$ cat src/rtl/ram_port_arbiter.sv
// ram_port_arbiter
//   Two-requester round-robin arbiter in front of one port of the dual-port
//   RAM wrapper. Each transfer takes one ACCESS cycle, which drives the RAM
//   port, and one RESP cycle, which returns ack/rdat to the winning requester.
//   The RESP cycle covers the RAM's registered read data and range-active flag.
//
// Parameters
//   AW  address width (requesters and RAM port)
//   DW  data width
//
// Ports
//   clk, reset_n            clock, asynchronous active-low reset
//   stb/we/adr/wdat{0,1}    requester strobe (held until ack), write enable,
//                           address, write data
//   ack{0,1}, rdat{0,1}     one-cycle completion and read data (0 on writes)
//   ram_en/we/addr/din      RAM port command, driven only in ACCESS
//   ram_dout, ram_act       RAM read data and range-active flag (valid in RESP)
//   busy                    high in ACCESS or RESP
//   err{0,1}                only with RAM_PORT_ARBITER_ERR_EN: out-of-range
//                           access flag, pulsed with ack
//
// Optional feature macro: RAM_PORT_ARBITER_ERR_EN
module ram_port_arbiter #(
  parameter int unsigned AW = 32,
  parameter int unsigned DW = 32
) (
  input  logic          clk,
  input  logic          reset_n,
  input  logic          stb0,
  input  logic          we0,
  input  logic [AW-1:0] adr0,
  input  logic [DW-1:0] wdat0,
  output logic          ack0,
  output logic [DW-1:0] rdat0,
  input  logic          stb1,
  input  logic          we1,
  input  logic [AW-1:0] adr1,
  input  logic [DW-1:0] wdat1,
  output logic          ack1,
  output logic [DW-1:0] rdat1,
  output logic          ram_en,
  output logic          ram_we,
  output logic [AW-1:0] ram_addr,
  output logic [DW-1:0] ram_din,
  input  logic [DW-1:0] ram_dout,
  input  logic          ram_act,
  output logic          busy
`ifdef RAM_PORT_ARBITER_ERR_EN
  ,
  output logic          err0,
  output logic          err1
`endif
);

  typedef enum logic [1:0] {IDLE, ACCESS, RESP} state_e;

  state_e state_q, state_d;
  logic   gnt_q, gnt_d;
  logic   last_q, last_d;

  // last resets to 1 so requester 0 wins the first tie
  always_ff @(posedge clk or negedge reset_n) begin
    if (!reset_n) begin
      state_q <= IDLE;
      gnt_q   <= 1'b0;
      last_q  <= 1'b1;
    end else begin
      state_q <= state_d;
      gnt_q   <= gnt_d;
      last_q  <= last_d;
    end
  end

  // Granted requester's command, and the other requester's strobe
  logic          sel_we;
  logic [AW-1:0] sel_adr;
  logic [DW-1:0] sel_wdat;
  logic          other_stb;

  always_comb begin
    sel_we    = gnt_q ? we1   : we0;
    sel_adr   = gnt_q ? adr1  : adr0;
    sel_wdat  = gnt_q ? wdat1 : wdat0;
    other_stb = gnt_q ? stb0  : stb1;
  end

  logic [DW-1:0] resp_data;

  always_comb begin
    state_d   = state_q;
    gnt_d     = gnt_q;
    last_d    = last_q;
    ram_en    = 1'b0;
    ram_we    = 1'b0;
    ram_addr  = '0;
    ram_din   = '0;
    ack0      = 1'b0;
    ack1      = 1'b0;
    rdat0     = '0;
    rdat1     = '0;
    resp_data = '0;
`ifdef RAM_PORT_ARBITER_ERR_EN
    err0      = 1'b0;
    err1      = 1'b0;
`endif

    unique case (state_q)
      IDLE: begin
        if (stb0 || stb1) begin
          state_d = ACCESS;
          if (stb0 && stb1) gnt_d = ~last_q;
          else              gnt_d = stb1;
        end
      end

      ACCESS: begin
        ram_en   = 1'b1;
        ram_we   = sel_we;
        ram_addr = sel_adr;
        ram_din  = sel_wdat;
        state_d  = RESP;
      end

      RESP: begin
        resp_data = sel_we ? '0 : ram_dout;
        if (gnt_q) begin
          ack1  = 1'b1;
          rdat1 = resp_data;
        end else begin
          ack0  = 1'b1;
          rdat0 = resp_data;
        end
`ifdef RAM_PORT_ARBITER_ERR_EN
        if (gnt_q) err1 = ~ram_act;
        else       err0 = ~ram_act;
`endif
        last_d = gnt_q;
        // The granted strobe is deliberately ignored here: that requester
        // is being acked, so only the other side can chain back-to-back.
        if (other_stb) begin
          gnt_d   = ~gnt_q;
          state_d = ACCESS;
        end else begin
          state_d = IDLE;
        end
      end

      default: state_d = IDLE;
    endcase
  end

  assign busy = (state_q != IDLE);

`ifndef RAM_PORT_ARBITER_ERR_EN
  // Range flag only matters when error reporting is built in
  logic unused_ram_act;
  assign unused_ram_act = ram_act;
`endif

endmodule

$ cat config.mk
export PLATFORM = sky130hd
export DESIGN_NAME = ram_port_arbiter
export DESIGN_NICKNAME = d
export VERILOG_FILES = /design/src/rtl/ram_port_arbiter.sv
export SDC_FILE = /design/constraint.sdc
export NUM_CORES = 1
export LEC_CHECK = 0
export CAP_MARGIN = 20
export CORE_AREA = 2 2 116 118
export CTS_CLUSTER_DIAMETER = 100
export CTS_CLUSTER_SIZE = 10
export DETAILED_ROUTE_END_ITERATION = 10
export DIE_AREA = 0 0 118 120
export DONT_BUFFER_PORTS = 1
export GPL_TIMING_DRIVEN = 0
export PLACE_DENSITY = 0.36
export SYNTH_ARGS = -nofsm -noshare
export SYNTH_HDL_FRONTEND = slang
export SYNTH_SLANG_ARGS = --single-unit
export TNS_END_PERCENT = 20
$ cat constraint.sdc
create_clock -name clk -period 4.02 [get_ports clk]
set_input_delay 0.804 -clock clk [delete_from_list [all_inputs] [get_ports clk]]
set_output_delay 0.804 -clock clk [all_outputs]
set_load 0.05 [all_outputs]
; ---- Yosys cells after proc, flatten, opt, wreduce, memory -nomap -nowiden
; Cells that the tools add are included.
[totals]
in_bits = 167
register_bits = 4
elab_cells = 39
[op_classes]
reduce_logical = 6
n_eq_ne = 4
bitwise_logic = 2
muxes = 24
[ops]
columns = cell, count
row1 = 2-to-1 mux 32 bit, 9
row2 = 2-to-1 mux 1 bit, 12
row3 = one-hot mux 2 bit (3 select lines), 1
row4 = "inequality test 2 bit, second input constant", 2
row5 = nonzero test 2 bit, 2
row6 = AND reduction 3 bit, 1
row7 = "== test 2 x 1 -> 1 bit, second input constant", 1
row8 = "== test 2 bit, second input constant", 1
row9 = zero test 2 bit, 1
row10 = 2-to-1 mux 2 bit, 1
row11 = NOT 1 bit, 2
row12 = one-hot mux 1 bit (2 select lines), 1
row13 = logical AND 1 bit, 1
row14 = logical OR 1 bit, 1

; ---- Longest topological paths before layout
[logic_depth]
depth_word = 4
ltp_mapped = 5

; ---- Least setup slack after synthesis
; OpenSTA, ideal clock, no wires.
[synth_timing]
path_type = input to output
start = in we0
end = out rdat0[10]
required_time_ns = 3.216
slack_ns = 1.546
stages = 3
t_arrival_ns = 1.670
cell_sequence = nor3_4 > clkbuf_1 > and2_1
[synth_via]
elab_chain_cells = 4
[synth_lines]
columns = element, line
row1 = "start, declared", 30  ; input logic we0,
row2 = 2-to-1 mux 1 bit, 81  ; sel_we = gnt_q ? we1 : we0;
row3 = 2-to-1 mux 32 bit, 125  ; resp_data = sel_we ? '0 : ram_dout;
row4 = 2-to-1 mux 32 bit, 126  ; if (gnt_q) begin
row5 = 2-to-1 mux 32 bit, 107  ; unique case (state_q)
row6 = "end, declared", 34  ; output logic [DW-1:0] rdat0,
; Every way passes these cells.

; ---- Worst setup path after layout
[layout_timing]
start = reg state_q[1]
end = out ram_addr[25]
[layout_via]
elab_chain_cells = 2
[layout_lines]
columns = element, line
row1 = "start, declared", 57  ; state_e state_q, state_d;
row2 = "start signal, assigned", 68  ; state_q <= state_d;
row3 = == test 2 x 1 -> 1 bit, 107
row4 = 2-to-1 mux 32 bit, 107
row5 = "end, declared", 43  ; output logic [AW-1:0] ram_addr,
; Every way passes these cells.

==> impl_metrics.json <==
{
  "ctsHoldBuffers": 0,
  "drt_iter0_drc": 42,
  "post_cts_buffers": 0,
  "core_sq_um": 13000,
  "critical_path.slowest_cell": "nor2_1",
  "syn_nets": 405,
  "grt_pass1_vias": 1482,
  "crit_required_ns": 3.22,
  "die_h_microns": 120,
  "synth_area_leaders": "mux2i_1, and2_1, nor2_1",
  "htreeDepth": 1,
  "rsz0062_at_grt": "no",
  "power_switching_mw": 1.60,
  "cts_tree": "built",
  "dp_cells": 414,
  "first_pass_iters": 4,
  "die_w_microns": 118,
  "clockBufferDepth": 2,
  "netlist_area_sq_um": 1640,
  "synth_area_leader_cell": "mux2i_1",
  "fmax_mhz": 342,
  "synth_top_area_share_pct": 40.4,
  "drv_slew": 0,
  "tns_ns": 0,
  "arrival_ns": 2.12,
  "place_area_sq_um": 1860,
  "finClkSkew_ns": 0.00184,
  "overflow": 0,
  "cp_top_family": "simple AND/OR/NAND/NOR gates",
  "antenna_cells": 0,
  "fin_nets": 410,
  "ys_ff_latch": 4,
  "routedWlPerCell_microns": 16.0,
  "path_cells": "nand2b_1, buf_2, buf_2, nor2_1",
  "fp-row-count": 42,
  "period_needed_ns": 2.93,
  "utilization_pct": 14.9,
  "hpwlAfterDp_mm": 5.85,
  "seq_area_frac_synth_pct": 6.20,
  "combinationalPowerShare_pct": 88.8,
  "ys_types": 22,
  "finalSetupViolations": 0,
  "clk_latency_ns": 0.23,
  "hold_path.class": "in2async",
  "timing.hold.ws_ns": 0.275,
  "finalHoldViolations": 0,
  "clockPowerShare_pct": 7.5,
  "cp_common_cell": "buf_2",
  "synthCells": 238,
  "dieArea_sq_um": 14200,
  "status": "complete, no violations",
  "max_cap_viol_count": 0,
  "cts.clk_slew.worst_paths_ns": 0.03,
  "start_util_pct": 12.6,
  "area_growth_pct": 18.3,
  "layout_commonest_cell": "nor2_1",
  "peakVddDrop_mv": 0.517,
  "postSynthAreaPerCell_sq_um": 6.87,
  "p_per_area_nw_per_um2": 1110,
  "grt_max_degree": 11,
  "swShare_pct": 74.3,
  "worstSetupPathType": "reg2out",
  "drc": 0,
  "layout-drive-gt1-share_pct": 9.92,
  "tightest_slew_ns": 0.987,
  "crit_fanout": 10,
  "vias": 1720,
  "final_area_sq_um": 1930,
  "cts_buffers": 3,
  "grt_pass1_wl_mm": 8.71,
  "gp_congestion": 0.802,
  "cp-end-kind": "primary output",
  "track_usage_pct": 7.81,
  "io_pins": 300,
  "grt_antenna_before_repair": 0,
  "crit_buf_inv": 2,
  "start_kind": "flip-flop",
  "slowest_delay_ns": 0.73,
  "via_per_inst": 4.11,
  "stdcell_count": 418,
  "clockRootBuffer": "clkbuf_16",
  "cts_resized": 0,
  "fin_crit_sh_pct": 72.8,
  "leakagePower_nw": 0.939,
  "finalWirelength_mm": 6.68,
  "layout_common_cells": "nor2_1, mux2i_1, and2_1",
  "internal_power_mw": 0.553,
  "pwr-share-seq_pct": 3.8,
  "portBuffers": 0,
  "ant_nets": 0,
  "relSlewSlack_pct": 34.0,
  "yosysWarnings": 0,
  "cts_sinks": 4
}
## synthesized netlist by cell type (all sizes together)
| library cell | n |
|---|---|
| a31oi | 1 |
| nor2 | 67 |
| nand3 | 1 |
| dfstp | 1 |
| nand2 | 1 |
| mux2i | 66 |
| nand2b | 3 |
| and3 | 1 |
| nor3b | 1 |
| inv | 3 |
| clkbuf | 8 |
| a211oi | 1 |
| a21oi | 1 |
| a21o | 1 |
| or2 | 1 |
| nor3 | 1 |
| dfrtp | 3 |
| and2 | 64 |
| buf | 13 |
## registers in the layout, indices dropped and copies added (netlist names)
register,cells
last_q,1
state_q,2
gnt_q,1
## cell type report
cell class	instances	area [sq um]
fillers	1511	11000
multi-input cells	210	1420
flip-flops and latches	4	101
inverters	3	11.3
clock buffers	4	78.8
well taps	176	220
plain buffers	21	101
## per-layer routing
layer  track usage, %  wire length, microns
met3             1.52                   508
met4             1.73                    80
met2             13.0                  3220
met1             10.5                  2870
met5                0                     0
## kinds of logic after synthesis
family,after synthesis,synth area share (%)
AOI/OAI and AO/OA,4,1.61
buffers and inverters,24,6.89
DFF,4,6.20
muxes,66,40.4
and+or+nand+nor,140,44.9
## worst reg2reg max path, cell delays in order, from the launching register on
cell	delay (ns)
dfrtp_1	0.30
buf_2	0.26
buf_4	0.30
and3_1	0.54
a21o_1	0.14
## power by group through the flow
stage	registers, mW	logic, mW	clock network [mW]
3_5_place_dp	0.0818	1.94	0
2_1_floorplan	0.0770	1.76	0
6_report	0.0812	1.91	0.160
4_1_cts	0.0816	1.94	0.164
3_3_place_gp	0.0828	1.92	0
5_1_grt	0.0844	2.00	0.169
## worst paths after layout
kind                            start           end  slack (ns)  cells after the start
min in group clk           state_q[0]    state_q[0]        0.50                      1
max reg2reg                     gnt_q        last_q        2.42                      4
max in group asynchronous     reset_n        last_q        3.58                      0
min reg2reg                state_q[0]    state_q[0]        0.50                      1
min                           reset_n         gnt_q        0.27                      0
max                        state_q[1]  ram_addr[25]        1.09                      4
## through the flow
step	power, mW	setup WS, ns
after floorplan	1.84	1.55
after global placement	2.01	1.27
after detailed placement	2.02	1.25
after CTS	2.18	1.00
after global routing	2.25	0.957
final	2.15	1.09
Note: power is estimated with default switching activity, not from simulation.
